[config.mk]
export PLATFORM = sky130hd
export DESIGN_NAME = mips_mc_fsm_control_flat
export DESIGN_NICKNAME = d
export VERILOG_FILES = /design/src/rtl/mips_mc_fsm_control_if.sv /design/src/rtl/mips_mc_fsm_control.sv /design/src/flat_wrapper.sv
export SDC_FILE = /design/constraint.sdc
export NUM_CORES = 1
export LEC_CHECK = 0
export ABC_AREA = 1
export BUFFER_PORTS_ARGS = -buffer_cell sky130_fd_sc_hd__clkbuf_2
export CORE_UTILIZATION = 50
export DETAILED_ROUTE_END_ITERATION = 10
export MAX_ROUTING_LAYER = met4
export PLACE_DENSITY = 0.87
export SLEW_MARGIN = 20
export SYNTH_ARGS = -nofsm -noshare
export SYNTH_HDL_FRONTEND = slang
export SYNTH_SLANG_ARGS = --single-unit
[constraint.sdc]
create_clock -name clock -period 1.7 [get_ports clock]
set_clock_uncertainty 0.15 [all_clocks]
set_input_delay 0.34 -clock clock [delete_from_list [all_inputs] [get_ports clock]]
set_output_delay 0.34 -clock clock [all_outputs]
set_load 0.03 [all_outputs]
[src/rtl/mips_mc_fsm_control_if.sv]
// rtl/mips_mc_fsm_control_if.sv - controller/datapath bundle for the multi-cycle MIPS main control
interface mips_mc_fsm_control_if;
    logic [5:0] opcode;
    logic       mem_ready;
    logic       pc_write;
    logic       branch;
    logic       iord;
    logic       mem_read;
    logic       mem_write;
    logic       instr_write;
    logic       mem_to_reg_sel;
    logic       reg_dest;
    logic       reg_write;
    logic       alu_src_a;
    logic [1:0] alu_src_b;
    logic [1:0] alu_op;
    logic [1:0] pc_source;
    logic       instr_done;
    logic       illegal_op;
    logic       bus_error;
    logic [3:0] state;

    modport master (
        input  opcode, mem_ready,
        output pc_write, branch, iord, mem_read, mem_write, instr_write,
               mem_to_reg_sel, reg_dest, reg_write, alu_src_a, alu_src_b,
               alu_op, pc_source, instr_done, illegal_op, bus_error, state
    );

    modport slave (
        output opcode, mem_ready,
        input  pc_write, branch, iord, mem_read, mem_write, instr_write,
               mem_to_reg_sel, reg_dest, reg_write, alu_src_a, alu_src_b,
               alu_op, pc_source, instr_done, illegal_op, bus_error, state
    );
endinterface

[src/rtl/mips_mc_fsm_control.sv]
// rtl/mips_mc_fsm_control.sv - multi-cycle MIPS main control FSM with mem_ready wait/timeout
module mips_mc_fsm_control #(
    parameter int MEM_TIMEOUT = 255,
    parameter int TMO_W       = 8
) (
    input logic                  clock,
    input logic                  reset,
    mips_mc_fsm_control_if.master ctl
);

    typedef enum logic [3:0] {
        S_IDLE   = 4'd0,
        S_FETCH  = 4'd1,
        S_DECODE = 4'd2,
        S_MEMADR = 4'd3,
        S_MEMRD  = 4'd4,
        S_MEMWB  = 4'd5,
        S_MEMWR  = 4'd6,
        S_REX    = 4'd7,
        S_RWB    = 4'd8,
        S_BEQEX  = 4'd9,
        S_ADDIEX = 4'd10,
        S_ADDIWB = 4'd11,
        S_JEX    = 4'd12,
        S_TRAP   = 4'd13
    } state_t;

    localparam logic [5:0] OP_RTYPE = 6'b000000;
    localparam logic [5:0] OP_LW    = 6'b100011;
    localparam logic [5:0] OP_SW    = 6'b101011;
    localparam logic [5:0] OP_BEQ   = 6'b000100;
    localparam logic [5:0] OP_ADDI  = 6'b001000;
    localparam logic [5:0] OP_J     = 6'b000010;

    localparam logic [TMO_W-1:0] TMO_LIM = TMO_W'(MEM_TIMEOUT);

    state_t           st;
    logic [TMO_W-1:0] wait_cnt;
    logic             ill_q;
    logic             bus_q;

    logic             tmo_hit;
    logic [TMO_W-1:0] wait_inc;

    // mem_ready in the timeout cycle wins, so the trap requires mem_ready low
    assign tmo_hit  = (MEM_TIMEOUT != 0) && (wait_cnt == TMO_LIM) && !ctl.mem_ready;
    assign wait_inc = (&wait_cnt) ? wait_cnt : wait_cnt + 1'b1;

    // wait_cnt defaults to zero so every transition into a wait state starts clean
    always_ff @(posedge clock) begin
        if (reset) begin
            st       <= S_IDLE;
            wait_cnt <= '0;
            ill_q    <= 1'b0;
            bus_q    <= 1'b0;
        end else begin
            wait_cnt <= '0;
            case (st)
                S_IDLE: st <= S_FETCH;
                S_FETCH: begin
                    if (ctl.mem_ready) begin
                        st <= S_DECODE;
                    end else if (tmo_hit) begin
                        st    <= S_TRAP;
                        bus_q <= 1'b1;
                    end else begin
                        wait_cnt <= wait_inc;
                    end
                end
                S_DECODE: begin
                    case (ctl.opcode)
                        OP_RTYPE:     st <= S_REX;
                        OP_LW, OP_SW: st <= S_MEMADR;
                        OP_BEQ:       st <= S_BEQEX;
                        OP_ADDI:      st <= S_ADDIEX;
                        OP_J:         st <= S_JEX;
                        default: begin
                            st    <= S_TRAP;
                            ill_q <= 1'b1;
                        end
                    endcase
                end
                S_MEMADR: st <= (ctl.opcode == OP_LW) ? S_MEMRD : S_MEMWR;
                S_MEMRD: begin
                    if (ctl.mem_ready) begin
                        st <= S_MEMWB;
                    end else if (tmo_hit) begin
                        st    <= S_TRAP;
                        bus_q <= 1'b1;
                    end else begin
                        wait_cnt <= wait_inc;
                    end
                end
                S_MEMWR: begin
                    if (ctl.mem_ready) begin
                        st <= S_FETCH;
                    end else if (tmo_hit) begin
                        st    <= S_TRAP;
                        bus_q <= 1'b1;
                    end else begin
                        wait_cnt <= wait_inc;
                    end
                end
                S_REX:    st <= S_RWB;
                S_ADDIEX: st <= S_ADDIWB;
                S_MEMWB, S_RWB, S_BEQEX, S_ADDIWB, S_JEX: st <= S_FETCH;
                S_TRAP:   st <= S_TRAP;
                default: begin
                    st    <= S_TRAP;
                    ill_q <= 1'b1;
                end
            endcase
        end
    end

    assign ctl.state      = st;
    assign ctl.illegal_op = ill_q;
    assign ctl.bus_error  = bus_q;

    // Moore decode of the registered state; only FETCH/MEMWR look at mem_ready
    always_comb begin
        ctl.pc_write       = 1'b0;
        ctl.branch         = 1'b0;
        ctl.iord           = 1'b0;
        ctl.mem_read       = 1'b0;
        ctl.mem_write      = 1'b0;
        ctl.instr_write    = 1'b0;
        ctl.mem_to_reg_sel = 1'b0;
        ctl.reg_dest       = 1'b0;
        ctl.reg_write      = 1'b0;
        ctl.alu_src_a      = 1'b0;
        ctl.alu_src_b      = 2'b00;
        ctl.alu_op         = 2'b00;
        ctl.pc_source      = 2'b00;
        ctl.instr_done     = 1'b0;
        case (st)
            S_FETCH: begin
                ctl.mem_read    = 1'b1;
                ctl.alu_src_b   = 2'b01;
                ctl.pc_write    = ctl.mem_ready;
                ctl.instr_write = ctl.mem_ready;
            end
            S_DECODE: ctl.alu_src_b = 2'b11;
            S_MEMADR: begin
                ctl.alu_src_a = 1'b1;
                ctl.alu_src_b = 2'b10;
            end
            S_MEMRD: begin
                ctl.iord     = 1'b1;
                ctl.mem_read = 1'b1;
            end
            S_MEMWB: begin
                ctl.reg_write      = 1'b1;
                ctl.mem_to_reg_sel = 1'b1;
                ctl.instr_done     = 1'b1;
            end
            S_MEMWR: begin
                ctl.iord       = 1'b1;
                ctl.mem_write  = 1'b1;
                ctl.instr_done = ctl.mem_ready;
            end
            S_REX: begin
                ctl.alu_src_a = 1'b1;
                ctl.alu_op    = 2'b10;
            end
            S_RWB: begin
                ctl.reg_write  = 1'b1;
                ctl.reg_dest   = 1'b1;
                ctl.instr_done = 1'b1;
            end
            S_BEQEX: begin
                ctl.alu_src_a  = 1'b1;
                ctl.alu_op     = 2'b01;
                ctl.pc_source  = 2'b01;
                ctl.branch     = 1'b1;
                ctl.instr_done = 1'b1;
            end
            S_ADDIEX: begin
                ctl.alu_src_a = 1'b1;
                ctl.alu_src_b = 2'b10;
            end
            S_ADDIWB: begin
                ctl.reg_write  = 1'b1;
                ctl.instr_done = 1'b1;
            end
            S_JEX: begin
                ctl.pc_write   = 1'b1;
                ctl.pc_source  = 2'b10;
                ctl.instr_done = 1'b1;
            end
            default: ;
        endcase
    end

endmodule

[src/flat_wrapper.sv]
// flat-port wrapper written by rule: the top's interface ports become plain ports
module mips_mc_fsm_control_flat 
#(
    parameter int MEM_TIMEOUT = 255,
    parameter int TMO_W       = 8
)
  (clock, reset, ctl_opcode, ctl_mem_ready, ctl_pc_write, ctl_branch, ctl_iord, ctl_mem_read, ctl_mem_write, ctl_instr_write, ctl_mem_to_reg_sel, ctl_reg_dest, ctl_reg_write, ctl_alu_src_a, ctl_alu_src_b, ctl_alu_op, ctl_pc_source, ctl_instr_done, ctl_illegal_op, ctl_bus_error, ctl_state);
  mips_mc_fsm_control_if ctl_i ();
  input logic clock;
  input logic reset;
  input wire logic [$bits(ctl_i.opcode)-1:0] ctl_opcode;
  input wire logic [$bits(ctl_i.mem_ready)-1:0] ctl_mem_ready;
  output wire logic [$bits(ctl_i.pc_write)-1:0] ctl_pc_write;
  output wire logic [$bits(ctl_i.branch)-1:0] ctl_branch;
  output wire logic [$bits(ctl_i.iord)-1:0] ctl_iord;
  output wire logic [$bits(ctl_i.mem_read)-1:0] ctl_mem_read;
  output wire logic [$bits(ctl_i.mem_write)-1:0] ctl_mem_write;
  output wire logic [$bits(ctl_i.instr_write)-1:0] ctl_instr_write;
  output wire logic [$bits(ctl_i.mem_to_reg_sel)-1:0] ctl_mem_to_reg_sel;
  output wire logic [$bits(ctl_i.reg_dest)-1:0] ctl_reg_dest;
  output wire logic [$bits(ctl_i.reg_write)-1:0] ctl_reg_write;
  output wire logic [$bits(ctl_i.alu_src_a)-1:0] ctl_alu_src_a;
  output wire logic [$bits(ctl_i.alu_src_b)-1:0] ctl_alu_src_b;
  output wire logic [$bits(ctl_i.alu_op)-1:0] ctl_alu_op;
  output wire logic [$bits(ctl_i.pc_source)-1:0] ctl_pc_source;
  output wire logic [$bits(ctl_i.instr_done)-1:0] ctl_instr_done;
  output wire logic [$bits(ctl_i.illegal_op)-1:0] ctl_illegal_op;
  output wire logic [$bits(ctl_i.bus_error)-1:0] ctl_bus_error;
  output wire logic [$bits(ctl_i.state)-1:0] ctl_state;
  assign ctl_i.opcode = ctl_opcode;
  assign ctl_i.mem_ready = ctl_mem_ready;
  assign ctl_pc_write = ctl_i.pc_write;
  assign ctl_branch = ctl_i.branch;
  assign ctl_iord = ctl_i.iord;
  assign ctl_mem_read = ctl_i.mem_read;
  assign ctl_mem_write = ctl_i.mem_write;
  assign ctl_instr_write = ctl_i.instr_write;
  assign ctl_mem_to_reg_sel = ctl_i.mem_to_reg_sel;
  assign ctl_reg_dest = ctl_i.reg_dest;
  assign ctl_reg_write = ctl_i.reg_write;
  assign ctl_alu_src_a = ctl_i.alu_src_a;
  assign ctl_alu_src_b = ctl_i.alu_src_b;
  assign ctl_alu_op = ctl_i.alu_op;
  assign ctl_pc_source = ctl_i.pc_source;
  assign ctl_instr_done = ctl_i.instr_done;
  assign ctl_illegal_op = ctl_i.illegal_op;
  assign ctl_bus_error = ctl_i.bus_error;
  assign ctl_state = ctl_i.state;
  mips_mc_fsm_control #(.MEM_TIMEOUT(MEM_TIMEOUT), .TMO_W(TMO_W)) u_core (.clock(clock), .reset(reset), .ctl(ctl_i));
endmodule
==> results of run 1 <==
==> registers in the layout, summed over array words and instances, names as in the netlist <==
signal and flops:
u_core.ctl.bus_error 1, u_core.ctl.illegal_op 1, u_core.wait_cnt 8, u_core.ctl.state 4
==> through the flow <==
stage / cells / util (%)
after floorplan: 169 / -
after global placement: 230 / 71.9
after detailed placement: 230 / 71.9
after CTS: 242 / 87.8
after global routing: 249 / 94.5
final: 249 / 94.5
==> timing repair <==
item / CTS / global route
resized for setup: 56 / 26
endpoints found under the setup margin: 17 / 19
pin swaps: 7 / 7
setup buffers: 8 / 7
hold buffers: 0 / 0
==> worst max-delay path, delay by kind of cell (launching register included) <==
kind                   cells  cell delay (ns)
and+or+nand+nor            4             0.43
DFF                        1             0.39
buffers and inverters      3             0.41
==> report_power, final <==
part	internal, mW	switching, mW	leakage (nW)	total (mW)
clock network	0.0861	0.131	0.0154	0.217
logic	0.383	0.638	0.654	1.02
registers	0.361	0.0600	0.117	0.421
==> path summary, 6_finish.rpt <==
check	start	endpoint	slack, ns	cells after the start
setup / recovery	u_core.ctl.state[0]	ctl_alu_src_a	-0.32	7
hold / removal	reset	u_core.ctl.state[0]	0.17	2
setup reg to reg	u_core.ctl.state[0]	u_core.ctl.state[2]	-0.09	10
hold reg to reg	u_core.wait_cnt[0]	u_core.wait_cnt[0]	0.30	1
==> Yosys cell counts (all sizes together) <==
library cell,count
nor2,48
nand2,41
inv,24
nand3,16
dfxtp,14
o21ai,8
a21oi,5
buf,3
nor3b,2
o22ai,2
a31o,1
ha,1
nand4,1
nor3,1
xnor2,1
xor2,1
==> routing by layer <==
metal | wire, um | vias up | GRT usage (%)
met5 | 0 | - | -
li1 | - | 644 | -
met4 | 455 | 0 | 22.3
met1 | 1770 | 714 | 40.3
met3 | 637 | 68 | 11.9
met2 | 2400 | 167 | 69.2
==> final cells by class <==
type	count	area, um2
repair buffers	54	482
inverters	24	100
flip-flops and latches	14	297
clock buffers	3	22.5
fillers	56	98.8
multi-input cells	128	767
clock inverters	1	3.75
well taps	25	31.3
==> cells by family after synthesis <==
| logic type | Yosys count |
|---|---|
| XOR/XNOR | 2 |
| buffers and inverters | 27 |
| adder cells (fa/ha/maj) | 1 |
| AO/OA/AOI/OAI | 16 |
| AND/OR/NAND/NOR | 109 |
| flip-flops | 14 |
==> run_results.csv, run 1 <==
group,metric,value,unit
cts,path_clk_slew,0.09,ns
floorplan,start_util,55.8,%
grt,antenna_found_initial,0,
logic_synthesis,synth_top_family_by_area,"simple AND/OR/NAND/NOR gates",
logic_synthesis,syn-num-nets,179,
cts,cts_root_buf,"clkbuf_4",
grt,grt_pass1_wl,5940,um
logic_synthesis,synth-compound-area-share,8.96,%
grt,grt_pass1_vias,1345,
critical_path,endpoint_kind,"output pin",
grt,track_usage,40.2,%
cts,tritoncts,"done",
finish,drive_above_1_share,48.2,%
sta,rsz0062_at_grt,"yes",
drt,drtAntennaViolNets,0,
critical_path,crit_path_start_kind,"flip-flop",
place,portBuffers,31,
sta,setup_violations,18,
logic_synthesis,synth_top_area_share,27.9,%
sta,period_share,119,%
sta,tns,-3.26,ns
critical_path,path_max_fanout,4,
logic_synthesis,syn_avg_cell_area,5.95,um2
logic_synthesis,synth_fa_ha_area_share,1.24,%
finish,nNetsFinal,235,
finish,postLayoutCellArea,1700,um2
sta,layout_setup_ws,-0.320,ns
place,dpl_cell_area,1290,um2
drt,route.detailed.drc,0,
finish,antennaDiodeCount,0,
drt,routed_wirelength,5270,um
drt,drt-initial-drc-count,125,
critical_path,cp.arrival,1.53,ns
drt,wire_per_inst,21.1,um
logic_synthesis,synth_area,1010,um2
logic_synthesis,synthTopCellsByArea,"dfxtp_1 (28%), nor2_1 (16%), nand2_1 (13%)",
run,maxCapViolCount,0,
critical_path,required,1.21,ns
sta,holdWs,0.170,ns
finish,syn_to_final_growth,69.3,%
finish,layout_common_cells,"nor2_1 (33), nand2_1 (29), buf_4 (18)",
logic_synthesis,syn_inst,169,
logic_synthesis,synth-simple-area-share,49.0,%
cts,cts_max_path_buffers,2,
power,power.density,974,nW/um2
logic_synthesis,yosys-mux-area-fraction,0,%
logic_synthesis,yosysWarnings,0,
power,p_leak,0.786,nW
place,dpl_worst_slack,0.0112,ns
cts,numCtsBuffers,3,
sta,maxClockFrequency,0.495,GHz
sta,min_period,2.02,ns
logic_synthesis,synth_cell_types,22,
logic_synthesis,synth_xor_area_share,1.74,%
critical_path,slowest_stage,"dfxtp_4",
finish,layout_commonest_cell,"nor2_1",
sta,maxSlewHeadroom,67.1,%
place,routabilityCongestion,0.859,
hold_path,hp-class,"in -> reg",
sta,maxSlewViolCount,0,
grt,grt_overflow,0,
floorplan,ios,32,
floorplan,die_height,46.9,um
cts,clkLatencyLatePin,0.31,ns
drt,via_per_inst,6.40,
floorplan,coreArea,1800,um2
sta,hold_viol_final,0,
power,vdd.ir_drop.worst,0.839,mV
sta,worst_slew_pin_slew,0.488,ns
outcome,violations,"setup timing",
floorplan,die_area,2200,um2
drt,dr.pass1.iters,5,
logic_synthesis,yosysSeqAreaShare,27.9,%
drt,vias,1593,
critical_path,cpPeakStageDelay,0.39,ns
place,dp_hpwl,2220,um
critical_path,path_cells,"inv_4 -> buf_4 -> nand2_4 -> nor2_1 -> nor2_2 -> nand2_1 -> clkbuf_8",
logic_synthesis,synth_top_area_cell,"dfxtp_1",
outcome,status,"complete, but fails checks",
cts,htreeDepth,1,
logic_synthesis,synth_seq_cells,14,
power,power,1.66,mW
floorplan,num_rows,15,
critical_path,path_class,"reg -> out",
cts,cts_sinks,14,
grt,grt_max_degree,9,
floorplan,die_w,46.9,um
No activity file was read; power rests on OpenSTA's default activity.
==> inputs of run 2 (changes only) <==
--- a/config.mk
+++ b/config.mk
@@ -5,12 +5,13 @@
 export SDC_FILE = /design/constraint.sdc
 export NUM_CORES = 1
 export LEC_CHECK = 0
-export ABC_AREA = 1
+export ABC_AREA = 0
 export BUFFER_PORTS_ARGS = -buffer_cell sky130_fd_sc_hd__clkbuf_2
+export CORE_ASPECT_RATIO = 1.5
 export CORE_UTILIZATION = 50
 export DETAILED_ROUTE_END_ITERATION = 10
 export MAX_ROUTING_LAYER = met4
-export PLACE_DENSITY = 0.87
+export PLACE_DENSITY = 0.79
 export SLEW_MARGIN = 20
 export SYNTH_ARGS = -nofsm -noshare
 export SYNTH_HDL_FRONTEND = slang
==> run 2 against run 1 <==
The flow still finishes with violations (setup timing). Sequential share of layout area increased by 0.17 points. Combinational power shrank 19%. Worst hold slack gained 0.054 ns. Die area grew 0.75%. Routed wire length shrank 18%. First-iteration DRC count is 18% lower. Sequential power decreased by 7.1%. Power fell by 13%. Critical path depth is 2 lower. Critical path type unchanged.
==> run_results.csv, run 2 <==
group,metric,value,unit
cts,tritoncts,"done",
logic_synthesis,synth_top_family_by_area,"simple AND/OR/NAND/NOR gates",
logic_synthesis,synth_cell_types,43,
floorplan,die_w,38.7,um
sta,hold_viol_final,0,
outcome,status,"complete, but fails checks",
critical_path,r2r_end,"u_core.ctl.state[2]",
logic_synthesis,yosys-mux-area-fraction,0,%
grt,grt_pass1_vias,1264,
floorplan,coreArea,1880,um2
critical_path,crit_start,"u_core.ctl.state[0]",
logic_synthesis,async_reset_ff_share,0,%
power,vdd.ir_drop.worst,0.712,mV
logic_synthesis,synth_top_flop_cell,"dfxtp_1",
drt,via_per_inst,6.43,
hold_path,hold_depth,2,
sta,maxSlewHeadroom,67.0,%
critical_path,required,1.21,ns
cts,numCtsBuffers,3,
critical_path,endpoint_kind,"output pin",
critical_path,critical_path_buf_inv_count,3,
place,routabilityCongestion,0.884,
logic_synthesis,synthTopCellsByArea,"dfxtp_1 (28%), nor2_1 (8.5%), xnor2_1 (4.3%)",
critical_path,path_class,"reg -> out",
finish,fill_cells,84,
sta,maxSlewViolCount,0,
logic_synthesis,synth-simple-area-share,33.9,%
sta,rsz0062_at_grt,"yes",
cts,clkLatencyLatePin,0.28,ns
grt,grt_pass1_wl,5460,um
logic_synthesis,syn_inst,139,
finish,drive_above_1_share,50.0,%
critical_path,crit_end,"ctl_alu_src_a",
drt,drt-initial-drc-count,102,
grt,track_usage,34.9,%
floorplan,die_area,2210,um2
critical_path,rr_worst_depth,6,
sta,maxClockFrequency,0.502,GHz
place,dpl_cell_area,1340,um2
cts,htreeDepth,1,
critical_path,r2r_setup_slack,0.01,ns
critical_path,path_cells,"buf_6 -> buf_4 -> nand2_2 -> o22ai_2 -> clkbuf_8",
critical_path,slowest_stage,"dfxtp_4",
finish,regMostFlops,"u_core.wait_cnt",
grt,grt_overflow,0,
drt,drtAntennaViolNets,0,
place,dpl_worst_slack,-0.0555,ns
sta,min_period,1.99,ns
sta,setup_violations,16,
sta,period_share,117,%
logic_synthesis,synthTopCellsByCount,"nor2_1 (23), dfxtp_1 (14), nor3_1 (8)",
floorplan,die_height,57.1,um
power,power.density,864,nW/um2
place,portBuffers,31,
finish,layout_common_cells,"buf_4 (16), nor2_1 (15), clkbuf_2 (14)",
critical_path,cp.arrival,1.50,ns
drt,routed_wirelength,4340,um
logic_synthesis,synth_seq_cells,14,
logic_synthesis,synth-compound-area-share,21.3,%
outcome,violations,"setup timing",
finish,nNetsFinal,197,
critical_path,path_depth,5,
critical_path,r2r-start,"u_core.ctl.state[1]",
drt,wire_per_inst,21.0,um
sta,holdWs,0.224,ns
finish,postLayoutCellArea,1680,um2
power,p_leak,0.669,nW
hold_path,hp-class,"in -> reg",
floorplan,ios,32,
cts,cts-hold-fix-buffers,0,
drt,vias,1332,
finish,antennaDiodeCount,0,
logic_synthesis,synth_top_area_cell,"dfxtp_1",
floorplan,start_util,53.9,%
logic_synthesis,synth_xor_area_share,6.92,%
finish,syn_to_final_growth,65.9,%
grt,antenna_found_initial,0,
logic_synthesis,syn-num-nets,149,
critical_path,crit_path_start_kind,"flip-flop",
logic_synthesis,synth_top_area_share,27.7,%
logic_synthesis,synth.most_common_cell,"nor2_1",
critical_path,cpPeakStageDelay,0.39,ns
logic_synthesis,syn_avg_cell_area,7.28,um2
finish,layout_commonest_cell,"buf_4",
sta,layout_setup_ws,-0.293,ns
place,dp_hpwl,2160,um
cts,cts_max_path_buffers,2,
cts,cts_root_buf,"clkbuf_4",
drt,dr.pass1.iters,7,
logic_synthesis,synth_edf_count,0,
logic_synthesis,synth_area,1010,um2
logic_synthesis,yosysWarnings,0,
floorplan,num_rows,19,
logic_synthesis,synth_fa_ha_area_share,1.24,%
grt,grt_max_degree,10,
critical_path,path_max_fanout,6,
finish,finalNonFillerCells,207,
place,dp.cells,195,
critical_path,critPathTopFamily,"buffers and inverters",
finish,final_core_util,89.4,%
sta,worst_slew_pin_slew,0.482,ns
cts,path_clk_slew,0.08,ns
logic_synthesis,yosysSeqAreaShare,27.7,%
cts,cts_sinks,14,
drt,route.detailed.drc,0,
finish,largest_reg_flops,8,
run,maxCapViolCount,0,
==> run 2: worst register-to-register path, stage by stage (launching register included) <==
cell	delay (ns)
dfxtp_4	0.39
buf_6	0.14
buf_4	0.16
a21oi_1	0.14
nor2_1	0.07
a2111o_1	0.40
o32ai_2	0.14
==> run 2: how the worst min path moves through the flow <==
stage                                   from              endpoint  slack, ns
after global placement    u_core.wait_cnt[0]    u_core.wait_cnt[0]       0.28
final                                  reset   u_core.ctl.state[3]       0.22
after global routing                   reset  u_core.ctl.bus_error       0.22
after CTS                              reset   u_core.ctl.state[3]       0.19
after floorplan           u_core.wait_cnt[0]    u_core.wait_cnt[0]       0.27
after detailed placement  u_core.wait_cnt[0]    u_core.wait_cnt[0]       0.29
==> run 2: timing repair <==
| action | in CTS | in global routing |
|---|---|---|
| hold endpoints to repair | 0 | 0 |
| resized for setup | 48 | 28 |
| pin swaps | 9 | 2 |
| buffers inserted | 7 | 1 |
| setup endpoints to repair | 17 | 20 |
==> run 2: cell type report <==
cell class                 count  area (um2)  area share (%)
tap                           21        26.3            1.56
clock buffer                   4        36.3            2.16
sequential                    14         295            17.6
timing repair buffer          53         494            29.4
multi-input combinational    108         798            47.5
inverter                       7        28.8            1.71
==> run 2: metal layers <==
layer	vias up	track usage [%]	part of all wire, %
li1	587	-	-
met1	615	33.8	35
met2	98	61.9	51
met3	32	5.06	7.8
met4	0	19.2	6.6
met5	-	-	0
==> run 2: cells by family after synthesis <==
group	count (synthesis)
AND/OR/NAND/NOR	67
AO/OA/AOI/OAI	32
buffers and inverters	17
flip-flops	14
XOR/XNOR	8
adder cells (fa/ha/maj)	1
==> run 2: through the flow <==
stage                     TNS [ns]  power (mW)
after floorplan             -0.139       0.817
after global placement           0       0.944
after detailed placement   -0.0555       0.961
after CTS                    -1.12        1.35
after global routing         -2.35        1.50
final                        -1.69        1.45
==> run 2: where the power goes <==
group | switching (mW) | internal (mW) | leakage (nW) | total, mW
sequential | 0.0415 | 0.350 | 0.116 | 0.391
combinational | 0.458 | 0.365 | 0.532 | 0.823
clock | 0.106 | 0.130 | 0.0210 | 0.237
==> inputs of run 3 (changes only) <==
--- a/config.mk
+++ b/config.mk
@@ -9,6 +9,7 @@
 export BUFFER_PORTS_ARGS = -buffer_cell sky130_fd_sc_hd__clkbuf_2
 export CORE_ASPECT_RATIO = 1.5
 export CORE_UTILIZATION = 50
+export CTS_BUF_LIST = sky130_fd_sc_hd__clkbuf_4
 export DETAILED_ROUTE_END_ITERATION = 10
 export MAX_ROUTING_LAYER = met4
 export PLACE_DENSITY = 0.79
==> run 3 against run 2 <==
The flow still finishes with violations (setup timing). Via count increased by 1.1%. First-iteration DRC count decreased by 2.9%. Clock power decreased by 18%. Sequential share of layout area decreased by 0.052 points. Critical endpoint unchanged. Largest cell class unchanged. Highest routed layer unchanged.
==> run_results.csv, run 3 (synthesized netlist as in run 2, its figures left out) <==
group,metric,value,unit
grt,grt_overflow,0,
finish,drive_above_1_share,49.5,%
floorplan,coreArea,1880,um2
finish,nNetsFinal,199,
sta,maxSlewHeadroom,60.9,%
cts,cts_root_buf,"clkbuf_4",
drt,vias,1346,
cts,clkLatencyLatePin,0.29,ns
floorplan,die_w,38.7,um
floorplan,die_height,57.1,um
finish,fill_cells,80,
grt,antenna_found_initial,0,
finish,final_core_util,89.7,%
cts,tritoncts,"done",
critical_path,cpPeakStageDelay,0.39,ns
critical_path,path_cells,"buf_6 -> buf_4 -> nand2_2 -> o22ai_2 -> clkbuf_8",
floorplan,start_util,53.9,%
cts,cts-hold-fix-buffers,0,
sta,hold_viol_final,0,
floorplan,num_rows,19,
critical_path,slowest_stage,"dfxtp_4",
drt,wire_per_inst,21.0,um
sta,min_period,1.93,ns
outcome,status,"complete, but fails checks",
floorplan,ios,32,
place,dp_hpwl,2160,um
sta,period_share,114,%
finish,layout_common_cells,"buf_4 (19), nor2_1 (16), clkbuf_2 (14)",
critical_path,cp.arrival,1.44,ns
drt,drtAntennaViolNets,0,
grt,grt_max_degree,10,
outcome,violations,"setup timing",
power,vdd.ir_drop.worst,0.966,mV
cts,cts_max_path_buffers,2,
finish,antennaDiodeCount,0,
power,power.density,845,nW/um2
sta,worst_slew_pin_slew,0.583,ns
finish,largest_reg_flops,8,
grt,grt_pass1_vias,1253,
finish,multi_input_area,801,um2
cts,cts_sinks,14,
grt,track_usage,34.8,%
critical_path,endpoint_kind,"output pin",
cts,path_clk_slew,0.08,ns
drt,via_per_inst,6.44,
drt,route.detailed.drc,0,
finish,seqCellArea,295,um2
run,maxCapViolCount,0,
cts,htreeDepth,1,
power,p_leak,0.673,nW
sta,layout_setup_ws,-0.233,ns
finish,layout_commonest_cell,"buf_4",
drt,dr.pass1.iters,5,
place,portBuffers,31,
grt,grt_pass1_wl,5430,um
sta,setup_violations,18,
sta,maxSlewViolCount,0,
critical_path,path_class,"reg -> out",
critical_path,crit_path_start_kind,"flip-flop",
place,routabilityCongestion,0.884,
critical_path,path_max_fanout,6,
sta,rsz0062_at_grt,"yes",
cts,numCtsBuffers,3,
finish,regMostFlops,"u_core.wait_cnt",
critical_path,r2r_setup_slack,-0.09,ns
finish,syn_to_final_growth,66.4,%
drt,routed_wirelength,4390,um
place,dpl_worst_slack,-0.0555,ns
sta,maxClockFrequency,0.517,GHz
floorplan,die_area,2210,um2
drt,drt-initial-drc-count,99,
hold_path,hp-class,"in -> reg",
critical_path,required,1.21,ns
==> run 3: changes by cell type in the layout (fill, tap and decap cells not counted), sizes merged <==
cell,before,now
clkinv,0,1
buf,33,36
clkbuf,24,22
==> run 3: through the flow <==
stage	cell area, um2	total power [mW]	TNS (ns)	cells	hold WS [ns]
3_5_place_dp	1340	0.961	-0.0555	195	0.288
6_report	1680	1.42	-2.05	209	0.208
5_1_grt	1680	1.46	-2.69	209	0.212
4_1_cts	1590	1.30	-1.15	206	0.183
2_1_floorplan	1140	0.817	-0.139	139	0.267
3_3_place_gp	1340	0.944	0	195	0.280
==> run 3: worst max-delay path, delay by kind of cell, from the launching register on <==
| family | cells | cell delay [ns] |
|---|---|---|
| buffers and inverters | 3 | 0.46 |
| AOI/OAI and AO/OA | 1 | 0.20 |
| and+or+nand+nor | 1 | 0.11 |
| DFF | 1 | 0.39 |
==> run 3: where the power goes <==
part / total, mW / internal, mW / switching [mW]
clock: 0.195 / 0.0854 / 0.110
combinational: 0.839 / 0.372 / 0.466
sequential: 0.390 / 0.350 / 0.0401
==> run 3: layout make-up <==
class                           count  area share [%]
Clock buffer                        3            1.34
Tap cell                           21            1.56
Clock inverter                      1           0.223
Multi-Input combinational cell    108            47.5
Inverter                            7            1.71
Timing Repair Buffer               55            30.1
Sequential cell                    14            17.5
==> run 3: final timing paths <==
kind | startpoint | depth (start not counted) | end
worst max-delay path | u_core.ctl.state[0] | 5 | ctl_alu_src_a
worst max register to register | u_core.wait_cnt[0] | 5 | u_core.ctl.state[1]
worst min register to register | u_core.ctl.bus_error | 2 | u_core.ctl.bus_error
worst min-delay path | reset | 2 | u_core.ctl.state[3]
==> run 3: repair_timing <==
action                                  4_1_cts  5_1_grt
pin swaps                                    10        2
cloned                                        0        0
endpoints found under the setup margin       17       18
gates resized for setup                      48       27
buffers inserted                              7        3
==> run 3: metal layers <==
metal / GRT usage [%] / vias to the layer above / share of wire [%] / wire length [um]
met5: - / - / 0 / 0
met4: 17.7 / 0 / 7.9 / 348
met3: 4.28 / 33 / 11 / 481
met2: 61.4 / 120 / 47 / 2060
met1: 35.1 / 613 / 34 / 1500
li1: - / 580 / - / -
